**config.mk**
```make
export PLATFORM = sky130hd
export DESIGN_NAME = link_receiver
export DESIGN_NICKNAME = d
export VERILOG_FILES = /design/src/rtl/link_pkg.sv /design/src/rtl/link_sync2.sv /design/src/rtl/link_receiver.sv
export SDC_FILE = /design/constraint.sdc
export NUM_CORES = 1
export LEC_CHECK = 0
export ABC_AREA = 1
export ABC_CLOCK_PERIOD_IN_PS = 1590
export CAP_MARGIN = 30
export CELL_PAD_IN_SITES_DETAIL_PLACEMENT = 2
export CELL_PAD_IN_SITES_GLOBAL_PLACEMENT = 2
export CORE_MARGIN = 4
export CORE_UTILIZATION = 29
export CTS_CLUSTER_SIZE = 12
export DETAILED_ROUTE_END_ITERATION = 10
export GPL_TIMING_DRIVEN = 0
export PLACE_DENSITY = 0.71
export REMOVE_ABC_BUFFERS = 1
export SLEW_MARGIN = 20
export SYNTH_ARGS = -nofsm -noshare
export SYNTH_HDL_FRONTEND = slang
export SYNTH_SLANG_ARGS = --single-unit
```
**constraint.sdc**
```tcl
create_clock -name clk -period 1.59 [get_ports clk]
set_input_delay 0.159 -clock clk [delete_from_list [all_inputs] [get_ports clk]]
set_output_delay 0.159 -clock clk [all_outputs]
set_load 0.01 [all_outputs]
```
**src/rtl/link_pkg.sv**
```systemverilog
// Shared definitions for the inter-board link receiver.
//   link_state_e    : receiver FSM state encoding
//   LINK_BIT_CYCLES : default clk cycles per transmitted bit
//   IDLE_WORD       : all-ones word the downstream consumer treats as idle
//                     (filtering is done by the consumer, not here)
package link_pkg;

  typedef enum logic [2:0] {
    ST_IDLE   = 3'd0,
    ST_ALIGN  = 3'd1,
    ST_SHIFT  = 3'd2,
    ST_PARITY = 3'd3,
    ST_DONE   = 3'd4
  } link_state_e;

  localparam int unsigned LINK_BIT_CYCLES = 8;
  localparam logic [31:0] IDLE_WORD       = 32'hFFFF_FFFF;

endpackage

```
**src/rtl/link_sync2.sv**
```systemverilog
// Two-flop synchronizer for an asynchronous single-bit input.
// Ports:
//   clk    : system clock
//   resetn : synchronous reset, active-low (both flops clear to 0)
//   d_i    : asynchronous input
//   q_o    : synchronized output, two cycles behind d_i
module link_sync2 (
  input  logic clk,
  input  logic resetn,
  input  logic d_i,
  output logic q_o
);

  logic meta_q;
  logic sync_q;

  // Two-stage capture of the asynchronous input.
  always_ff @(posedge clk) begin
    if (!resetn) begin
      meta_q <= 1'b0;
      sync_q <= 1'b0;
    end else begin
      meta_q <= d_i;
      sync_q <= meta_q;
    end
  end

  assign q_o = sync_q;

endmodule

```
**src/rtl/link_receiver.sv**
```systemverilog
// Serial word receiver for the inter-board link. com_en frames a transfer,
// data_in carries the payload MSB first, one bit every BIT_CYCLES clocks.
// The first capture lands BIT_CYCLES/2 + BIT_CYCLES clocks after the
// synchronized com_en rise, so the peer's first bit period after raising
// com_en is a lead-in and the payload occupies the WIDTH bit periods after it.
// Optional build macro: LINK_PARITY_EN (one trailing even-parity bit).
// Ports:
//   clk       : system clock
//   resetn    : synchronous reset, active-low
//   data_in   : serial data from peer (asynchronous)
//   com_en    : frame enable from peer (asynchronous)
//   data      : last good received word
//   data_rdy  : high for RDY_HOLD cycles after each good frame
//   frame_err : one-cycle pulse on an aborted or bad frame
//   bit_cnt   : bits captured in the current frame (debug)
module link_receiver
  import link_pkg::*;
#(
  parameter int unsigned WIDTH      = 32,
  parameter int unsigned BIT_CYCLES = LINK_BIT_CYCLES,
  parameter int unsigned RDY_HOLD   = 4
) (
  input  logic             clk,
  input  logic             resetn,
  input  logic             data_in,
  input  logic             com_en,
  output logic [WIDTH-1:0] data,
  output logic             data_rdy,
  output logic             frame_err,
  output logic [7:0]       bit_cnt
);

  localparam logic [7:0] PH_HALF   = 8'(BIT_CYCLES / 2 - 1);
  localparam logic [7:0] PH_FULL   = 8'(BIT_CYCLES - 1);
  localparam logic [7:0] LAST_BIT  = 8'(WIDTH - 1);
  localparam logic [7:0] HOLD_LOAD = 8'(RDY_HOLD);

`ifdef LINK_PARITY_EN
  // Even parity: payload XOR parity bit must be 0 for a good frame.
  function automatic logic parity_bad(input logic [WIDTH-1:0] word, input logic pbit);
    return (^word) ^ pbit;
  endfunction
`endif

  logic             com_s;
  logic             din_s;
  logic             com_rise_s;
  logic             load_s;
  logic [WIDTH-1:0] shift_word_s;

  link_state_e      state_q, state_d;
  logic [7:0]       phase_q, phase_d;
  logic [7:0]       bit_cnt_q, bit_cnt_d;
  logic [WIDTH-1:0] sr_q, sr_d;
  logic [WIDTH-1:0] data_q, data_d;
  logic [7:0]       hold_q, hold_d;
  logic             rdy_q, rdy_d;
  logic             err_q, err_d;
  logic [1:0]       settle_q, settle_d;
  logic             low_q, low_d;

  link_sync2 u_sync_com (.clk(clk), .resetn(resetn), .d_i(com_en),  .q_o(com_s));
  link_sync2 u_sync_din (.clk(clk), .resetn(resetn), .d_i(data_in), .q_o(din_s));

  // low_q only arms once the synchronizers hold real samples, so a com_en
  // that is already high when reset is released never looks like a rise.
  assign settle_d     = {settle_q[0], 1'b1};
  assign low_d        = settle_q[1] & ~com_s;
  assign com_rise_s   = com_s & low_q;
  assign shift_word_s = {sr_q[WIDTH-2:0], din_s};

  // Frame FSM: next state, phase/bit counters, shift register and data capture.
  always_comb begin
    state_d   = state_q;
    phase_d   = phase_q;
    bit_cnt_d = bit_cnt_q;
    sr_d      = sr_q;
    data_d    = data_q;
    err_d     = 1'b0;
    load_s    = 1'b0;
    case (state_q)
      ST_IDLE: begin
        if (com_rise_s) begin
          state_d   = ST_ALIGN;
          phase_d   = PH_HALF;
          bit_cnt_d = 8'd0;
        end else begin
          state_d = ST_IDLE;
        end
      end
      ST_ALIGN: begin
        if (!com_s) begin
          err_d   = 1'b1;
          state_d = ST_IDLE;
        end else if (phase_q == 8'd0) begin
          state_d = ST_SHIFT;
          phase_d = PH_FULL;
        end else begin
          phase_d = phase_q - 8'd1;
        end
      end
      ST_SHIFT: begin
        if (!com_s) begin
          err_d   = 1'b1;
          state_d = ST_IDLE;
        end else if (phase_q == 8'd0) begin
          sr_d      = shift_word_s;
          bit_cnt_d = bit_cnt_q + 8'd1;
          phase_d   = PH_FULL;
          if (bit_cnt_q == LAST_BIT) begin
`ifdef LINK_PARITY_EN
            state_d = ST_PARITY;
`else
            // Capture on the final shift so data and data_rdy appear together.
            state_d = ST_DONE;
            data_d  = shift_word_s;
            load_s  = 1'b1;
`endif
          end else begin
            state_d = ST_SHIFT;
          end
        end else begin
          phase_d = phase_q - 8'd1;
        end
      end
`ifdef LINK_PARITY_EN
      ST_PARITY: begin
        if (!com_s) begin
          err_d   = 1'b1;
          state_d = ST_IDLE;
        end else if (phase_q == 8'd0) begin
          state_d = ST_DONE;
          if (parity_bad(sr_q, din_s)) begin
            err_d = 1'b1;
          end else begin
            data_d = sr_q;
            load_s = 1'b1;
          end
        end else begin
          phase_d = phase_q - 8'd1;
        end
      end
`endif
      ST_DONE: begin
        if (!com_s) begin
          state_d = ST_IDLE;
        end else begin
          state_d = ST_DONE;
        end
      end
      default: begin
        state_d = ST_IDLE;
      end
    endcase
  end

  // data_rdy hold countdown, independent of the FSM state.
  always_comb begin
    if (load_s) begin
      hold_d = HOLD_LOAD;
    end else if (hold_q != 8'd0) begin
      hold_d = hold_q - 8'd1;
    end else begin
      hold_d = 8'd0;
    end
    rdy_d = (hold_d != 8'd0);
  end

  // State and output registers with synchronous active-low reset.
  always_ff @(posedge clk) begin
    if (!resetn) begin
      state_q   <= ST_IDLE;
      phase_q   <= 8'd0;
      bit_cnt_q <= 8'd0;
      sr_q      <= '0;
      data_q    <= '0;
      hold_q    <= 8'd0;
      rdy_q     <= 1'b0;
      err_q     <= 1'b0;
      settle_q  <= 2'b00;
      low_q     <= 1'b0;
    end else begin
      state_q   <= state_d;
      phase_q   <= phase_d;
      bit_cnt_q <= bit_cnt_d;
      sr_q      <= sr_d;
      data_q    <= data_d;
      hold_q    <= hold_d;
      rdy_q     <= rdy_d;
      err_q     <= err_d;
      settle_q  <= settle_d;
      low_q     <= low_d;
    end
  end

  assign data      = data_q;
  assign data_rdy  = rdy_q;
  assign frame_err = err_q;
  assign bit_cnt   = bit_cnt_q;

endmodule
```
==> flow_summary.ini <==
[worst_setup_path]
path_common_cell = nand2_1
slowest_delay_ns = 0.38
r2r-start = state_q[0]
worstPathRequired_ns = 1.87
startpoint = state_q[0]
cp-start-kind = flip-flop
slowest_stage = dfxtp_4
crit_fanout = 7
crit_arrival_ns = 2.01
worst-setup-path-type = reg -> reg
end_kind = flip-flop
path_cells = nor2_1, nand4_1, nand2_1, inv_2, nor2_8, buf_4, nand2_1, a21oi_1

[global_routing]
grt_pass1_vias = 4490
grt_pass1_wl_mm = 23.5
grt_remaining_overflow = 0
grt_use_total_pct = 18.2
antenna_found_initial = 0
grt_max_degree = 40

[hold_path]
worstHoldPathType = in -> reg
hold_start = data_in

[job]
max_cap_viol_count = 0

[cells_and_area]
final_common_cell = dfxtp_1
area_delta_synth_final_pct = 46.5
stdcell_count = 803
drive_gt1_share_pct = 26.5
nFillCells = 1482
antennaDiodeCount = 0
nets = 632
layout_common_cells = 90 x dfxtp_1, 63 x a21oi_1, 58 x inv_1, 58 x nor2_1, 43 x clkdlybuf4s50_1

[drt]
viasPerCell = 5.18
postRouteAntennaNets = 0
vias = 4157
first_iter_violations = 207
wl_per_cell_um = 21.2
first_pass_iters = 4
route.detailed.drc = 0
wirelength_mm = 17.1

[placement]
hpwl_mm = 7.00
dp.cells = 722
place.gp.congestion = 0.824
port_buffers = 45

[clocking]
clk_latency_ns = 0.37
cts.clk_slew.worst_paths_ns = 0.08
cts_tree = built
cts_htree_levels = 3
cts_buffers = 9
clk_path_buf_depth = 2
cts_root_buffer = clkbuf_16
numClockSinks = 99

[sta]
finalCritPeriodShare_pct = 109
post-route-min-period_ns = 1.74
tightest_slew_ns = 0.780
setup_viol = 50
finalClockSkew_ns = 0.0123
fmaxAchievable_mhz = 576
final-max-slew-violation-count = 0
maxSlewHeadroom_pct = 48.0
setup_ws_ns = -0.147
rsz0062_at_grt = yes
timing.hold.ws_ns = 0.332
hold_violations = 0

[synth]
synth_warnings = 0
synth_area_per_cell_um2 = 7.70
seq_area_frac_synth_pct = 48.8
synthesis.area_um2 = 4060
yosysUniqueCellTypes = 32
synthCells = 528
ys_ff_latch = 99

[power]
leakage_nw = 2.20
ir_drop_mv = 0.453
p_total_mw = 6.36
power.density_nw_per_um2 = 1070

[floorplanning]
pin_count = 46
die_area_um2 = 16000
core_um2 = 13500
die_x_um = 126
die_y_um = 126
start_util_pct = 30.1
rows = 42

[run_status]
status = finished, violations left
violations = negative setup slack
## flip-flops by register name (all words and copies together) (netlist names)
register	flops
bit_cnt	8
data	32
data_rdy	1
frame_err	1
hold_q	8
low_q	1
phase_q	8
settle_q	2
sr_q	31
state_q	3
u_sync_com.meta_q	1
u_sync_com.q_o	1
u_sync_din.meta_q	1
u_sync_din.q_o	1
## routing by layer
| layer | global-route usage [%] | part of all wire [%] | vias up |
|---|---|---|---|
| li1 | - | - | 1934 |
| met5 | 0 | 0 | - |
| met3 | 2.44 | 2.5 | 44 |
| met1 | 20.8 | 40 | 2088 |
| met2 | 33.7 | 54 | 91 |
| met4 | 7.95 | 3.9 | 0 |
## area by class of cell
| class | count | area, um^2 | share of cell area (%) |
|---|---|---|---|
| clock inverter | 3 | 40.0 | 0.672 |
| clock buffer | 12 | 236 | 3.97 |
| multi-input combinational | 339 | 2080 | 34.9 |
| sequential | 99 | 2000 | 33.6 |
| timing repair inverter | 1 | 5.00 | 0.0841 |
| tap | 176 | 220 | 3.70 |
| inverter | 72 | 292 | 4.90 |
| timing repair buffer | 101 | 1080 | 18.2 |
## Yosys cell counts, drive strengths merged
cell	instances	area [um^2]
a211oi	1	7.51
nand3	25	155
clkbuf	22	82.6
o21ai	75	375
a21oi	81	409
a31oi	2	12.5
o21bai	1	7.51
nand4	5	31.3
a32oi	1	8.76
a21boi	1	7.51
nand2	49	191
buf	6	57.6
nor3	7	35.0
nor2	71	329
ha	5	62.6
xor2	1	8.76
dfxtp	99	1980
or2	2	12.5
inv	72	270
xnor2	2	17.5
## cell families after synthesis
family	synth area share, %
AOI/OAI and AO/OA	20.4
DFF	48.8
buffers and inverters	10.1
and+or+nand+nor	18.6
xor gates and xnor gates	0.647
adders and majority gates	1.54
## worst max-delay path: cells and delay by family, from the launching register on
family	cells	cell delay, ns
AND/OR/NAND/NOR	5	0.86
flip-flops	1	0.38
buffers and inverters	2	0.24
AO/OA/AOI/OAI	1	0.15
## through the flow
stage | setup WS (ns) | setup TNS [ns] | area [um^2] | util (%)
floorplan | -0.473 | -22.35 | 3920 | -
global placement | -2.26 | -131.48 | 4590 | 34.0
detailed placement | -1.33 | -89.11 | 4620 | 34.2
CTS | 0.00173 | 0 | 5560 | 41.1
global route | -0.250 | -8.06 | 5950 | 44.1
finish | -0.147 | -3.19 | 5950 | 44.1
## report_power, final
group          total, mW  switching, mW  leakage [nW]  internal [mW]
sequential          2.66         0.0826         0.806           2.58
combinational       1.41          0.888          1.26          0.521
clock               2.28           1.07         0.136           1.21
## worst paths after layout
path | endpoint | slack [ns] | cells past startpoint
setup / recovery | bit_cnt[7] | -0.15 | 8
hold / removal | u_sync_din.meta_q | 0.33 | 3
setup reg to reg | bit_cnt[7] | -0.15 | 8
hold reg to reg | u_sync_din.q_o | 0.42 | 2
## repair_timing
item / CTS / global route
pin swaps: 19 / 22
endpoints found under the setup margin: 91 / 84
hold buffers: 0 / 0
setup buffers: 34 / 21
gates resized for setup: 71 / 66
cloned: 10 / 2
Note: power is estimated with default switching activity, not from simulation.
